==> config.mk <==
export PLATFORM = sky130hd
export DESIGN_NAME = dev_output_port
export DESIGN_NICKNAME = d
export VERILOG_FILES = /design/src/rtl/dev_output_port_pkg.sv /design/src/rtl/dev_output_port.sv
export SDC_FILE = /design/constraint.sdc
export NUM_CORES = 1
export LEC_CHECK = 0
export CAP_MARGIN = 20
export CORE_MARGIN = 1
export CORE_UTILIZATION = 38
export CTS_CLUSTER_DIAMETER = 50
export DETAILED_ROUTE_END_ITERATION = 8
export PLACE_DENSITY_LB_ADDON = 0.1
export SYNTH_ARGS = -nofsm -noshare
export SYNTH_HDL_FRONTEND = slang
export SYNTH_SLANG_ARGS = --single-unit
==> constraint.sdc <==
create_clock -name clk -period 2.7 [get_ports clk]
set_clock_uncertainty 0.1 [all_clocks]
set_input_delay 0.54 -clock clk [delete_from_list [all_inputs] [get_ports clk]]
set_output_delay 0.54 -clock clk [all_outputs]
set_load 0.01 [all_outputs]
==> src/rtl/dev_output_port_pkg.sv <==
`default_nettype none
// ============================================================================
// Module      : dev_output_port_pkg
// Description : Shared definitions for the 5-bit output device interface.
//               Holds the transmitter state encoding and the sign codes that
//               both the output port and the input-side receiver agree on.
// Revision    : 1.0 - initial release
// ============================================================================
package dev_output_port_pkg;

  // Transmitter state encoding (explicit 3-bit width)
  localparam logic [2:0] IDLE    = 3'd0;
  localparam logic [2:0] READY   = 3'd1;
  localparam logic [2:0] SEND    = 3'd2;
  localparam logic [2:0] RELEASE = 3'd3;

  // Sign codes that lead every word on the device interface
  localparam logic [4:0] POS_CODE = 5'h1a;
  localparam logic [4:0] NEG_CODE = 5'h1b;

endpackage : dev_output_port_pkg
`default_nettype wire

==> src/rtl/dev_output_port.sv <==
`default_nettype none
// ============================================================================
// Module      : dev_output_port
// Description : Device-side transmitter for the 5-bit output interface.
//               Takes one signed-magnitude word from the processor and sends
//               it as a sign code followed by NUM_DIGITS magnitude digits,
//               MSB first, over an rdy/ack four-phase style handshake.
// Ports       : clk, resetn          - clock, async active-low reset
//               start, stop          - operator pulses gating the port
//               stop_after_word      - deactivate after each completed word
//               word_val/word_data   - processor word in, word_rdy back
//               output_rdy/_data/_ack- device handshake
//               output_active        - port enabled or word in flight
//               word_done            - pulse when a whole word has gone out
// Revision    : 1.0 - initial release
// ============================================================================
module dev_output_port #(
  parameter int                CODE_W     = 5,
  parameter int                NUM_DIGITS = 6,
  parameter logic [CODE_W-1:0] POS_CODE   = dev_output_port_pkg::POS_CODE,
  parameter logic [CODE_W-1:0] NEG_CODE   = dev_output_port_pkg::NEG_CODE
) (
  input  logic                         clk,
  input  logic                         resetn,
  input  logic                         start,
  input  logic                         stop,
  input  logic                         stop_after_word,
  input  logic                         word_val,
  input  logic [CODE_W*NUM_DIGITS:0]   word_data,
  output logic                         word_rdy,
  output logic                         output_rdy,
  output logic [CODE_W-1:0]            output_data,
  input  logic                         output_ack,
  output logic                         output_active,
  output logic                         word_done
);

  import dev_output_port_pkg::*;

  localparam int MAG_W = CODE_W * NUM_DIGITS;
  localparam int CNT_W = $clog2(NUM_DIGITS + 1);

  logic [2:0]        r_state;
  logic [2:0]        w_state_next;
  logic [CODE_W-1:0] r_data;
  logic [MAG_W-1:0]  r_shift;
  logic [CNT_W-1:0]  r_count;
  logic              r_stop_pending;

  logic w_accept;
  logic w_release_go;
  logic w_stop_req;
  logic w_next_digit;

  assign w_accept     = (r_state == READY) && word_val && !stop;
  // Gap cycle: RELEASE only advances once the sink has dropped ack, so a
  // held ack can never be counted as a second transfer.
  assign w_release_go = (r_state == RELEASE) && !output_ack;
  // A stop arriving in the very cycle RELEASE resolves still aborts the word.
  assign w_stop_req   = r_stop_pending || stop;
  assign w_next_digit = w_release_go && !w_stop_req && (r_count != '0);

  // State register
  always_ff @(posedge clk or negedge resetn) begin
    if (!resetn) begin
      r_state <= IDLE;
    end else begin
      r_state <= w_state_next;
    end
  end

  // Next-state logic
  always_comb begin
    w_state_next = r_state;
    case (r_state)
      IDLE: begin
        if (start && !stop) w_state_next = READY;
      end
      READY: begin
        if (stop)          w_state_next = IDLE;
        else if (word_val) w_state_next = SEND;
      end
      SEND: begin
        if (output_ack) w_state_next = RELEASE;
      end
      RELEASE: begin
        if (!output_ack) begin
          if (w_stop_req)             w_state_next = IDLE;
          else if (r_count != '0)     w_state_next = SEND;
          else if (stop_after_word)   w_state_next = IDLE;
          else                        w_state_next = READY;
        end
      end
      default: w_state_next = IDLE;
    endcase
  end

  // Output logic
  always_comb begin
    output_rdy    = (r_state == SEND);
    output_active = (r_state != IDLE);
    word_rdy      = (r_state == READY) && !stop;
    word_done     = w_release_go && !w_stop_req && (r_count == '0);
    output_data   = r_data;
  end

  // Code datapath: sign code on accept, then one digit per handshake
  always_ff @(posedge clk or negedge resetn) begin
    if (!resetn) begin
      r_data         <= '0;
      r_shift        <= '0;
      r_count        <= '0;
      r_stop_pending <= 1'b0;
    end else begin
      if (w_accept) begin
        r_shift <= word_data[MAG_W-1:0];
        r_data  <= word_data[MAG_W] ? NEG_CODE : POS_CODE;
        r_count <= CNT_W'(NUM_DIGITS);
      end else if (w_next_digit) begin
        r_data  <= r_shift[MAG_W-1 -: CODE_W];
        r_shift <= r_shift << CODE_W;
        r_count <= r_count - CNT_W'(1);
      end

      // Clearing on the abort takes priority over a same-cycle stop pulse.
      if (w_release_go && w_stop_req) begin
        r_stop_pending <= 1'b0;
      end else if (stop && ((r_state == SEND) || (r_state == RELEASE))) begin
        r_stop_pending <= 1'b1;
      end
    end
  end

endmodule : dev_output_port
`default_nettype wire

==> reports/qor.yml <==
outcome: "complete, no violations"
synth_cell_types: 38
pwr-share-comb_pct: 33.3
cts_buffer_depth: 2
cellPowerDensity_nw_per_um2: 857.3
final_nets: 279
cts_resized: 0
clkTransAtPathRegs_ns: 0.07
cts_hold_repair.buffers: 0
worstPathArrival_ns: 1.97
crit_type: "input pin to output pin"
power.internal_uw: 1523
ys_seq_area_share_pct: 51.03
start_kind: "input pin"
die_w_um: 74.74
routed_wl_um: 4730
seqCellArea_um2: 1026
tritoncts: "done"
num_rows: 26
multi_input_area_um2: 858.3
max_freq_ghz: 0.3837
synth.area.top_cells: "dfrtp_1, a221o_1, nand2_1"
syn_nets: 232
postSynthAreaPerCell_um2: 10.47
firstDrtPassIters: 6
slew_viol_final: 0
rsz0062_at_grt: "no"
antenna_cells: 0
finalSetupTns_ns: 0
via_per_inst: 5.385
grt_pass1_vias: 1601
grt_max_degree: 42
initial_core_util_pct: 39.37
cp_data_required_time_ns: 2.06
synth.most_common_cell: "dfrtp_1"
synth_ff_type: "dfrtp_1"
ir_worst_vdd_v: 0.0003503
overflow: 0
drcViolationCount: 0
min_period_ns: 2.606
utilization_pct: 51.27
drv_cap: 0
syn_to_final_growth_pct: 30.24
syn_area_um2: 2011
ant_nets: 0
die_h_um: 74.74
crit_path_end_kind: "output pin"
fill_cells: 490
ys_ff_latch: 41
crit_fanout: 3
via_count: 1664
clockRootBuffer: "clkbuf_8"
clock_sinks: 41
core_um2: 5107
dp_hpwl_um: 3158
die_area_um2: 5586
drt_iter0_drc: 116
p_seq_share_pct: 49.1
track_usage_pct: 18.39
slew_headroom_pct: 38.86
setup_viol: 0
layout-drive-gt1-share_pct: 10.46
async_flop_share_pct: 100.0
yosysTopAreaCell: "dfrtp_1"
port_buffers: 46
clk_latency_ns: 0.28
netlist.area_leader.share_pct: 51.03
io_pins: 47
wl_per_cell_um: 15.31
p_clk_share_pct: 17.6
gp_congestion: 0.8193
numCtsBuffers: 5
min_period_over_period_pct: 96.52
postSynthCellCount: 192
leakage_uw: 0.001087
cts_max_level: 2
min_path_type: "input pin to async pin"
post_cts_buffers: 0
synth_top_cells_by_count: "dfrtp_1, nand2_1, a221o_1"
sw_frac_of_total_pct: 32.16
worst_pin_slew_ns: 0.9171
finalHoldViolCount: 0
p_switching_uw: 722.0
ys_warn_count: 0
total_power_uw: 2245
synth_edf_count: 0
grt_pass1_wl_um: 7693
antenna_found_initial: 0
## logic make-up after synthesis
| logic type | share of synthesized area, % |
|---|---|
| DFF | 51.03 |
| buffers and inverters | 6.285 |
| and+or+nand+nor | 22.09 |
| muxes | 1.556 |
| adders and majority gates | 1.244 |
| AOI/OAI and AO/OA | 17.80 |
## worst paths after layout
check,startpoint,to,slack [ns],cells after the start
min reg2reg,output_data[0],output_data[0],0.41,1
max in group asynchronous,resetn,r_shift[12],1.64,1
min,resetn,r_shift[26],0.29,1
max,output_ack,word_done,0.09,4
max reg2reg,r_count[0],r_shift[15],0.76,6
min in group clk,output_data[0],output_data[0],0.41,1
## layout make-up
cell class / instances / area share (%)
multi-input cells: 128 / 32.78
flip-flops and latches: 41 / 39.18
inverters: 6 / 0.8600
clock buffers: 7 / 3.297
repair buffers: 57 / 20.54
well taps: 70 / 3.344
## power by group through the flow
stage,registers (uW),logic (uW),clock network [uW]
final,1100,747,395
after floorplan,1050,502,0
after global placement,1090,730,0
after CTS,1100,757,411
after global routing,1140,833,434
after detailed placement,1110,752,0
## layout by cell type (no fill, tap or decap), drive strengths merged, types with 2 or more instances in the layout
cell and n:
clkdlybuf4s50 45, dfrtp 41, nand2 27, a221o 17, and2 16, nand4 13, buf 12, o21ai 9
nor2 9, o211ai 8, clkbuf 7, inv 6, a31oi 4, nor3b 2, nor2b 2, mux2i 2
a21oi 2, ha 2, or2 2, nor3 2
## worst max-delay path: stages
cell and delay (ns):
clkdlybuf4s50_1 0.45, nand3b_2 0.23, nor3_1 0.18, clkdlybuf4s50_1 0.56
## flip-flops by register name (all words and copies together), names as in the netlist
name,flops
output_data,5
r_state,2
r_stop_pending,1
r_count,3
r_shift,30
## per-layer routing
metal / GRT usage, % / vias up / wire length (um)
met5: 0 / - / 0
met4: 4.403 / 0 / 19
met2: 31.43 / 40 / 2364
li1: - / 785 / -
met3: 4.819 / 3 / 193
met1: 23.35 / 836 / 2152
## stage by stage
step                setup WS, ns  cells  hold WS, ns  instance area (um^2)
floorplan                 0.7651    192       0.1444                  2011
global placement          0.1151    302       0.3790                  2532
detailed placement       0.08552    302       0.3906                  2532
CTS                      0.08548    309       0.3192                  2619
global route             0.03328    309       0.3526                  2619
finish                   0.09391    309       0.2874                  2619
Power figures use the tool's default switching activity.
